$ cat config.mk
export PLATFORM = sky130hd
export DESIGN_NAME = ex_div
export DESIGN_NICKNAME = d
export VERILOG_FILES = /design/src/rtl/ex_div.sv
export SDC_FILE = /design/constraint.sdc
export NUM_CORES = 1
export LEC_CHECK = 0
export CAP_MARGIN = 20
export CORE_MARGIN = 5
export CORE_UTILIZATION = 61
export CTS_BUF_LIST = sky130_fd_sc_hd__clkbuf_8 sky130_fd_sc_hd__clkbuf_16
export CTS_CLUSTER_SIZE = 25
export DETAILED_ROUTE_END_ITERATION = 8
export PLACE_DENSITY = 0.86
export SETUP_SLACK_MARGIN = 0.2
export SYNTH_ARGS = -nofsm -noshare
export SYNTH_HDL_FRONTEND = slang
export SYNTH_SLANG_ARGS = --single-unit
$ cat constraint.sdc
create_clock -name clk -period 12.5 [get_ports clk]
set_input_delay 2.5 -clock clk [delete_from_list [all_inputs] [get_ports clk]]
set_output_delay 2.5 -clock clk [all_outputs]
set_load 0.01 [all_outputs]
$ cat src/rtl/ex_div.sv
// Execute-stage RV32M divider: DIV/DIVU/REM/REMU, radix-2 restoring, one bit per cycle.
// Optional DIV_EARLY_OUT_EN: skip the loop when |dividend| < |divisor|.
module ex_div #(
  parameter int DATA_W = 32,
  parameter int REG_AW = 5
) (
  input  logic              clk,
  input  logic              rst,
  input  logic              pipeline_flush_i,
  input  logic [DATA_W-1:0] op_data1_i,
  input  logic [DATA_W-1:0] op_data2_i,
  input  logic [REG_AW-1:0] rd_addr_i,
  input  logic [31:0]       inst_i,
  output logic              div_busy_o,
  output logic              div_valid_o,
  output logic [DATA_W-1:0] div_result_o,
  output logic [REG_AW-1:0] div_rd_addr_o
);

  localparam logic [1:0] IDLE = 2'd0;
  localparam logic [1:0] BUSY = 2'd1;
  localparam logic [1:0] DONE = 2'd2;
  localparam int CW = $clog2(DATA_W);
  localparam logic [DATA_W-1:0] MIN_NEG = {1'b1, {(DATA_W-1){1'b0}}};
  localparam logic [CW-1:0] LAST = CW'(DATA_W-1);

  logic [1:0]        state;
  logic [CW-1:0]     cnt;
  logic [DATA_W-1:0] dvd;
  logic [DATA_W-1:0] dvs;
  logic [DATA_W-1:0] rem;
  logic              neg_q;
  logic              neg_r;
  logic              is_rem;

  logic              div_op;
  logic              start;
  logic              sgn;
  logic              s1;
  logic              s2;
  logic              div_zero;
  logic              ovf;
  logic              early;
  logic              fast;
  logic [DATA_W-1:0] abs1;
  logic [DATA_W-1:0] abs2;
  logic [DATA_W-1:0] fast_res;
  logic [DATA_W-1:0] rem_sh;
  logic [DATA_W:0]   diff;
  logic              ge;
  logic [DATA_W-1:0] rem_nx;
  logic [DATA_W-1:0] quo_nx;
  logic [DATA_W-1:0] fin_res;
  logic              unused_bits;

  assign unused_bits = ^{inst_i[24:15], inst_i[11:7]};

  always_comb begin
    div_op = (inst_i[6:0] == 7'b0110011)
          && (inst_i[31:25] == 7'b0000001)
          && inst_i[14];
    start = (state == IDLE) && div_op && !pipeline_flush_i;
    div_busy_o = start || (state == BUSY);

    sgn  = ~inst_i[12];
    s1   = sgn & op_data1_i[DATA_W-1];
    s2   = sgn & op_data2_i[DATA_W-1];
    abs1 = s1 ? -op_data1_i : op_data1_i;
    abs2 = s2 ? -op_data2_i : op_data2_i;

    div_zero = (op_data2_i == '0);
    ovf      = sgn && (op_data1_i == MIN_NEG)
            && (op_data2_i == '1);
`ifdef DIV_EARLY_OUT_EN
    early = !div_zero && (abs1 < abs2);
`else
    early = 1'b0;
`endif
    fast = div_zero || ovf || early;

    // Early-out: quotient 0, remainder is the untouched dividend
    if (div_zero)
      fast_res = inst_i[13] ? op_data1_i : '1;
    else if (ovf)
      fast_res = inst_i[13] ? '0 : MIN_NEG;
    else
      fast_res = inst_i[13] ? op_data1_i : '0;

    // dvd shifts out dividend bits at the top, quotient bits in at the bottom
    rem_sh = {rem[DATA_W-2:0], dvd[DATA_W-1]};
    diff   = {1'b0, rem_sh} - {1'b0, dvs};
    ge     = ~diff[DATA_W];
    rem_nx = ge ? diff[DATA_W-1:0] : rem_sh;
    quo_nx = {dvd[DATA_W-2:0], ge};

    if (is_rem)
      fin_res = neg_r ? -rem_nx : rem_nx;
    else
      fin_res = neg_q ? -quo_nx : quo_nx;
  end

  always_ff @(posedge clk or posedge rst) begin
    if (rst) begin
      state         <= IDLE;
      cnt           <= '0;
      dvd           <= '0;
      dvs           <= '0;
      rem           <= '0;
      neg_q         <= 1'b0;
      neg_r         <= 1'b0;
      is_rem        <= 1'b0;
      div_valid_o   <= 1'b0;
      div_result_o  <= '0;
      div_rd_addr_o <= '0;
    end else begin
      div_valid_o <= 1'b0;
      if (pipeline_flush_i) begin
        state <= IDLE;
      end else begin
        unique case (state)
          IDLE: begin
            if (start) begin
              div_rd_addr_o <= rd_addr_i;
              if (fast) begin
                div_result_o <= fast_res;
                div_valid_o  <= 1'b1;
                state        <= DONE;
              end else begin
                dvd    <= abs1;
                dvs    <= abs2;
                rem    <= '0;
                cnt    <= '0;
                neg_q  <= s1 ^ s2;
                neg_r  <= s1;
                is_rem <= inst_i[13];
                state  <= BUSY;
              end
            end
          end
          BUSY: begin
            dvd <= quo_nx;
            rem <= rem_nx;
            cnt <= cnt + 1'b1;
            if (cnt == LAST) begin
              div_result_o <= fin_res;
              div_valid_o  <= 1'b1;
              state        <= DONE;
            end
          end
          DONE: state <= IDLE;
          default: state <= IDLE;
        endcase
      end
    end
  end

endmodule

* Yosys cells after proc, flatten, opt, wreduce, memory -nomap -nowiden
Index checks and enable logic that the tools add are counted.
** Word-level totals
- Flip-flop bits (word level) :: 143
- Bits in latches :: 0
- RAM bits :: 0
- ROM bits :: 0
- Input bits :: 104
- Output and inout port bits :: 39
- Word-level logic and storage cells :: 87
- Memories :: 0
** Cells by class
- Add/sub/neg operators :: 6
- Multiply operators :: 0
- Divide/modulo/power cells :: 0
- Magnitude comparators :: 0
- Equality and inequality tests :: 12
- Shifts and indexed selects :: 0
- Muxes and demuxes :: 34
- Bitwise logic cells :: 7
- Reductions and logical operators :: 17
** Operator list (number)
- 2-to-1 mux 32 bit :: 16
- negation 32 bit :: 4
- case mux 32 bit (2 select lines) :: 2
- == test 32 bit (second input constant) :: 2
- 2-to-1 mux 31 bit :: 2
- case mux 31 bit (2 select lines) :: 1
- subtractor 32 x 32 -> 33 bit :: 1
- logical NOT 32 bit :: 1
- 2-to-1 mux 5 bit :: 2
- case mux 5 bit (2 select lines) :: 1
- 2-to-1 mux 2 bit :: 4
- AND reduction 4 bit :: 2
- == test 7 x 1 -> 1 bit (second input constant) :: 1
- == test 7 x 6 -> 1 bit (second input constant) :: 1
- logical AND 1 bit :: 6
- inequality test 2 bit (second input constant) :: 3
- adder 5 x 1 -> 5 bit (second input constant) :: 1
- == test 5 bit (second input constant) :: 1
- AND reduction 5 bit :: 1
- 2-to-1 mux 1 bit :: 4
- NOT 1 bit :: 4
- case mux 2 bit (2 select lines) :: 1
- inequality test 3 x 2 -> 1 bit (second input constant) :: 1
- inequality test 3 bit (second input constant) :: 1
- other kinds (11) :: 13

* Logic depth before layout (Yosys ltp)
Gate-level depths: netlist (run 1).
- Word-level depth :: 8
- Mapped depth :: 25
- Depth with buffers taken out :: 21

* Worst setup path before layout (run 1)
OpenSTA, ideal clock, no wires.
- Path kind :: input to output
- Start :: input inst_i[2]
- End :: output div_busy_o
- Arrival :: 3495 ps
- Data required time :: 10000 ps
- Path slack :: 6505 ps
- Cell stages on the path :: 5
- Buffers on the path :: 0
- Path through :: nand4b_1 -> nor4_1 -> nand3_1 -> nand3b_1 -> a21oi_1
** On the way
- Longest elaborated chain between the ends :: 6
** RTL lines
- start: declaration :: RTL line 13 : input logic [31:0] inst_i,
- == test 7 x 6 -> 1 bit :: RTL line 59 : div_op = (inst_i[6:0] == 7'b0110011)
- logical AND 1 bit :: RTL line 60 : && (inst_i[31:25] == 7'b0000001)
- logical AND 1 bit :: RTL line 61 : && inst_i[14];
- logical AND 1 bit (2 in a row) :: RTL line 62 : start = (state == IDLE) && div_op && !pipeline_flush_i;
- logical OR 1 bit :: RTL line 63 : div_busy_o = start || (state == BUSY);
- end: declaration :: RTL line 14 : output logic div_busy_o,
No other way between the ends.

* Worst setup path in the final report (run 1)
Ends and elaborated chain as after synthesis.

==> results.py, run 1 <==
metrics = {
    "routing": {
        "drt_iter0_drc": 1485,
        "drt-pass1-iter-count": 8,
        "viasPerCell": 6.55,
        "drt_wl_total_mm": 38.0,
        "antenna_left": 0,
        "drc_errors": 0,
        "via_count": 12400,
        "post_drt_wl_per_cell_um": 20.1,
    },
    "floorplanning": {
        "die_h_um": 149,
        "rows": 50,
        "dieArea_um2": 22100,
        "io_pins": 143,
        "fp.dieW_um": 149,
        "initial_core_util": 0.623,
        "core-area_um2": 18800,
    },
    "grt": {
        "track_usage": 0.344,
        "grt-ovfl-total": 0,
        "grt_pass1_vias": 11900,
        "grt_start_max_net_pins": 102,
        "antenna_found_initial": 0,
        "grt_pass1_wl_mm": 61.3,
    },
    "clocking": {
        "cts_root_buf": "clkbuf_16",
        "cts_resized": 0,
        "cts.sinks": 143,
        "cts_hold_buffers": 0,
        "post-cts-setup-buffers": 0,
        "clkTransAtPathRegs_ps": 60,
        "clk_latency_ps": 440,
        "h-tree-depth": 4,
        "cts_buffers": 17,
        "clock_path_buffers": 2,
        "cts_tree": "built",
    },
    "logic_synthesis": {
        "syn_avg_cell_area_um2": 7.62,
        "seq_area_frac_synth": 0.305,
        "yosysWarningCount": 0,
        "synthTopCellsByArea": "dfrtp_1 31%, o21ai_0 9.1%, nand2_1 6.9%",
        "synth_edf_count": 0,
        "yosysTopAreaCellShare": 0.305,
        "ys.flop_type": "dfrtp_1",
        "syn_nets": 1683,
        "yosysUniqueCellTypes": 83,
        "synth_commonest_cells": "217 x nand2_1, 212 x o21ai_0, 143 x dfrtp_1, 124 x a21oi_1, 117 x nor2_1",
        "syn_area_um2": 11700,
        "yosysMostFrequentCell": "nand2_1",
        "yosysTopAreaCell": "dfrtp_1",
        "async_flop_share": 1.00,
        "ys_ff_latch": 143,
        "synthCells": 1539,
    },
    "timing": {
        "period_minus_slack_ps": 7060,
        "rsz0062_at_grt": "no",
        "timing.final.setup_violations": 0,
        "finalHoldViolations": 0,
        "setup_tns_ps": 0,
        "hold_slack_ps": 479,
        "finClkSkew_ps": 9.83,
        "tightest_slew_ps": 1080,
        "maxSlewViolCount": 0,
        "fmax_mhz": 142,
        "slew_headroom": 0.280,
        "worst_slack_ps": 5440,
        "period_share": 0.565,
    },
    "final_layout": {
        "fin_cells": 1889,
        "fin_area_um2": 13800,
        "finalNetCount": 1760,
        "diodes": 0,
        "multi_input_area_um2": 7600,
        "syn2layout_area_growth_pct": 17.4,
        "seq_area_um2": 3580,
        "final_core_util": 0.731,
        "final_layout_size_suffix_gt1_frac": 0.0491,
        "fill_cells": 1501,
    },
    "worst_setup_path": {
        "r2r_start": "rem[12]$_DFFE_PP0P_",
        "critPathSlowestCell": "clkdlybuf4s50_1",
        "crit_fanout": 7,
        "worstPathRequired_ps": 10000,
        "arrival_ps": 4560,
        "timing.critical_path.from": "inst_i[2]",
        "path_buf_inv": 2,
        "cp_common_cell": "clkdlybuf4s50_1",
        "path_cells": "clkdlybuf4s50_1 -> nand4b_1 -> nor4_1 -> nand3_1 -> nand3b_1 -> a21oi_1 -> clkdlybuf4s50_1",
        "cp_top_family": "buffers and inverters",
        "crit_path_end_kind": "primary output",
        "cp-start-kind": "input port",
        "path_class": "input port to primary output",
        "critical-path-max-stage-delay_ps": 560,
    },
    "hold_path": {
        "worstHoldStart": "div_result_o[3]$_DFFE_PP0P_",
        "hold_path.class": "flip-flop to flip-flop",
    },
    "run": {
        "drv_cap": 0,
    },
    "placement": {
        "portBuffers": 127,
        "place_worst_setup_slack_ps": 5400,
        "dp_hpwl_mm": 27.7,
        "dp.cells": 1856,
        "gp_congestion": 0.955,
        "placed_cell_area_um2": 13100,
    },
    "pwr": {
        "p_per_area_nw_per_um2": 127,
        "leakage_nw": 5.53,
        "finalPower_mw": 1.74,
        "ir_worst_vdd_mv": 0.115,
    },
    "outcome": {
        "status": "finished, final reports clean",
    },
}
[where the power goes]
group | switching (mW) | internal, mW | total (mW)
combinational | 0.386 | 0.235 | 0.621
sequential | 0.0549 | 0.495 | 0.550
clock | 0.230 | 0.344 | 0.574
[layout by cell type (no fill, tap or decap), drive strengths merged, types with 19 or more instances in the layout]
| master | n |
|---|---|
| xnor2 | 73 |
| o31ai | 23 |
| nand2 | 218 |
| or3 | 21 |
| nand4 | 19 |
| ha | 39 |
| o211ai | 19 |
| mux2i | 21 |
| nor2 | 118 |
| a31oi | 22 |
| clkdlybuf4s50 | 127 |
| nor3 | 42 |
| inv | 69 |
| o21ai | 217 |
| a21oi | 126 |
| nor4 | 20 |
| xor2 | 60 |
| nand3 | 24 |
| dfrtp | 143 |
[per-layer routing]
metal | wire (µm) | global-route usage | vias to the layer above
li1 | - | - | 5694
met1 | 15200 | 0.455 | 5832
met2 | 17400 | 0.552 | 700
met3 | 3740 | 0.0704 | 151
met4 | 1630 | 0.140 | 0
met5 | 0 | 0 | -
[worst paths after layout]
check / to / slack [ps] / depth (start not counted)
setup / recovery: div_busy_o / 5440 / 7
setup reg to reg: div_result_o[30]$_DFFE_PP0P_ / 5980 / 19
hold / removal: div_result_o[3]$_DFFE_PP0P_ / 480 / 2
min in group asynchronous: dvd[22]$_DFFE_PP0P_ / 2590 / 2
hold reg to reg: div_result_o[3]$_DFFE_PP0P_ / 480 / 2
max in group asynchronous: div_result_o[0]$_DFFE_PP0P_ / 8650 / 3
[state kept, by name, indices dropped and copies added, names as in the netlist]
name           cells
cnt                5
dvs               32
div_result_o      32
neg_r              1
neg_q              1
div_valid_o        1
div_rd_addr_o      5
rem               31
is_rem             1
state              2
dvd               32
[logic make-up after synthesis]
kind of cell             Yosys count  synth area share
AO/OA/AOI/OAI                    511             0.264
XOR/XNOR                         133            0.0994
adder cells (fa/ha/maj)           40            0.0433
buffers and inverters            144            0.0473
flip-flops                       143             0.305
multiplexers                      28            0.0247
AND/OR/NAND/NOR                  540             0.217
[worst reg2reg max path: stages, from the launching register on]
cell      delay (ps)
dfrtp_1          490
ha_1             420
a21oi_1          240
o21ai_0          190
a32o_1           300
a31o_2           230
o21ai_2          590
nand2_2          530
buf_4            420
inv_2            520
ha_1             290
nand2b_1         140
or3_1            480
nand2b_1         250
nand2b_1         230
o41ai_1          450
xor2_1           120
o221ai_1         190
a21oi_1           60
o31ai_1          290
[area by class of cell]
class / count / area share
timing repair buffer: 139 / 0.0998
clock inverter: 14 / 0.0149
multi-input combinational: 1252 / 0.552
tap: 260 / 0.0236
sequential: 143 / 0.260
clock buffer: 18 / 0.0319
inverter: 63 / 0.0175
Note: power is estimated with default switching activity, not from simulation.
==> run 2: changes to the inputs <==
CORE_UTILIZATION = 52   (was 61)
PLACE_DENSITY = 0.78   (was 0.86)
clock period = 6.4 ns   (was 12.5 ns; I/O delays follow)
==> run 2 against run 1 <==
  * Count of clock-buffer cells in the layout down 1
  * Global-route usage down 5.6 points
  * Non-clock buffer count up 5
  * Highest routed layer unchanged
  * Largest power group unchanged
  * Combinational power rose by 95%
==> results.py, run 2 (synthesized netlist as in run 1, its figures left out) <==
metrics = {
    "outcome": {
        "status": "finished, final reports clean",
    },
    "floorplanning": {
        "initial_core_util": 0.523,
        "io_pins": 143,
        "dieArea_um2": 25600,
        "die_h_um": 160,
        "rows": 55,
        "fp.dieW_um": 160,
        "core-area_um2": 22400,
    },
    "timing": {
        "tightest_slew_ps": 1070,
        "timing.final.setup_violations": 0,
        "worst_slack_ps": 1310,
        "finalHoldViolations": 0,
        "maxSlewViolCount": 0,
        "finClkSkew_ps": 13.8,
        "period_share": 0.796,
        "fmax_mhz": 196,
        "hold_slack_ps": 479,
        "setup_tns_ps": 0,
        "period_minus_slack_ps": 5090,
        "rsz0062_at_grt": "no",
        "slew_headroom": 0.286,
    },
    "routing": {
        "drc_errors": 0,
        "drt_iter0_drc": 1308,
        "via_count": 12000,
        "post_drt_wl_per_cell_um": 19.4,
        "drt_wl_total_mm": 37.3,
        "drt-pass1-iter-count": 8,
        "antenna_left": 0,
        "viasPerCell": 6.25,
    },
    "final_layout": {
        "fin_area_um2": 13800,
        "final_cell_mix": "216 x nand2_1, 212 x o21ai_0, 143 x dfrtp_1",
        "reg_top3": "div_result_o x32, dvd x32, dvs x32",
        "layout_commonest_cell": "nand2_1",
        "final_layout_size_suffix_gt1_frac": 0.0520,
        "multi_input_area_um2": 7600,
        "finalNetCount": 1765,
        "syn2layout_area_growth_pct": 17.6,
        "final_core_util": 0.615,
        "seq_area_um2": 3580,
        "fill_cells": 2005,
        "diodes": 0,
        "fin_cells": 1919,
    },
    "clocking": {
        "clk_latency_ps": 440,
        "cts_tree": "built",
        "clkTransAtPathRegs_ps": 70,
        "post-cts-setup-buffers": 0,
        "cts_hold_buffers": 0,
        "h-tree-depth": 4,
        "cts.sinks": 143,
        "cts_resized": 0,
        "cts_root_buf": "clkbuf_16",
        "cts_buffers": 17,
        "clock_path_buffers": 2,
    },
    "worst_setup_path": {
        "crit_path_end_kind": "flip-flop",
        "path_class": "flip-flop to flip-flop",
        "worstPathRequired_ps": 6730,
        "reg2regPathDepth": 19,
        "crit_fanout": 6,
        "arrival_ps": 5420,
        "cp-start-kind": "flip-flop",
    },
    "grt": {
        "antenna_found_initial": 0,
        "grt-ovfl-total": 0,
        "track_usage": 0.288,
        "grt_pass1_wl_mm": 60.4,
        "grt_start_max_net_pins": 107,
        "grt_pass1_vias": 11500,
    },
    "placement": {
        "placed_cell_area_um2": 13200,
        "dp_hpwl_mm": 27.9,
        "place_worst_setup_slack_ps": 1380,
        "gp_congestion": 0.941,
        "portBuffers": 127,
        "dp.cells": 1886,
    },
    "hold_path": {
        "hold_path.class": "flip-flop to flip-flop",
        "min_path_cells": 2,
    },
    "pwr": {
        "p_per_area_nw_per_um2": 238,
        "ir_worst_vdd_mv": 0.203,
        "finalPower_mw": 3.28,
        "leakage_nw": 5.53,
    },
    "run": {
        "drv_cap": 0,
    },
}
run 2: cell types whose count changed in the layout (fill, tap and decap cells not counted):
| cell | previous run | this run |
|---|---|---|
| buf_16 | 0 | 1 |
| buf_4 | 11 | 15 |
| bufinv_16 | 4 | 1 |
| clkbuf_8 | 1 | 0 |
| clkinv_2 | 0 | 1 |
| clkinv_4 | 1 | 2 |
| inv_8 | 2 | 4 |
run 2: final cells by class:
cell class | count | share of cell area
repair buffers | 144 | 0.104
inverters | 63 | 0.0175
clock buffers | 17 | 0.0309
well taps | 285 | 0.0259
flip-flops and latches | 143 | 0.260
clock inverters | 15 | 0.0110
multi-input cells | 1252 | 0.551
run 2: layer usage:
layer  wire, µm  track usage  up-vias
li1           -            -     5712
met1      15900        0.390     5668
met2      17300        0.466      523
met3       2840       0.0452       86
met4       1300        0.106        0
met5          0            0        -
run 2: final timing paths:
kind,start,to,slack [ps]
max,dvs[0]$_DFFE_PP0P_,div_result_o[30]$_DFFE_PP0P_,1310
min,div_result_o[2]$_DFFE_PP0P_,div_result_o[2]$_DFFE_PP0P_,480
max reg2reg,dvs[0]$_DFFE_PP0P_,div_result_o[30]$_DFFE_PP0P_,1310
min reg2reg,div_result_o[2]$_DFFE_PP0P_,div_result_o[2]$_DFFE_PP0P_,480
max in group asynchronous,rst,dvs[11]$_DFFE_PP0P_,4020
min in group asynchronous,rst,div_result_o[23]$_DFFE_PP0P_,1120
run 2: report_power, final:
| group | internal, mW | leakage [nW] | switching, mW | total [mW] |
|---|---|---|---|---|
| combinational | 0.465 | 3.34 | 0.743 | 1.21 |
| clock | 0.549 | 0.284 | 0.450 | 0.999 |
| sequential | 0.966 | 1.90 | 0.105 | 1.07 |
run 2: worst max-delay path: stages, from the launching register on:
cell and delay (ps):
dfrtp_1 470, ha_1 250, fa_1 410, nand2b_1 180, a21o_1 190, a31oi_1 410, a31o_2 260, o21ai_2 70
nand2_2 170, nand2_1 70, o21ai_0 130, ha_1 260, nand2_1 70, or4_1 490, nor3_1 360, o21ai_1 190
a2111oi_2 430, mux2i_1 220, a21oi_1 80, o31ai_1 270
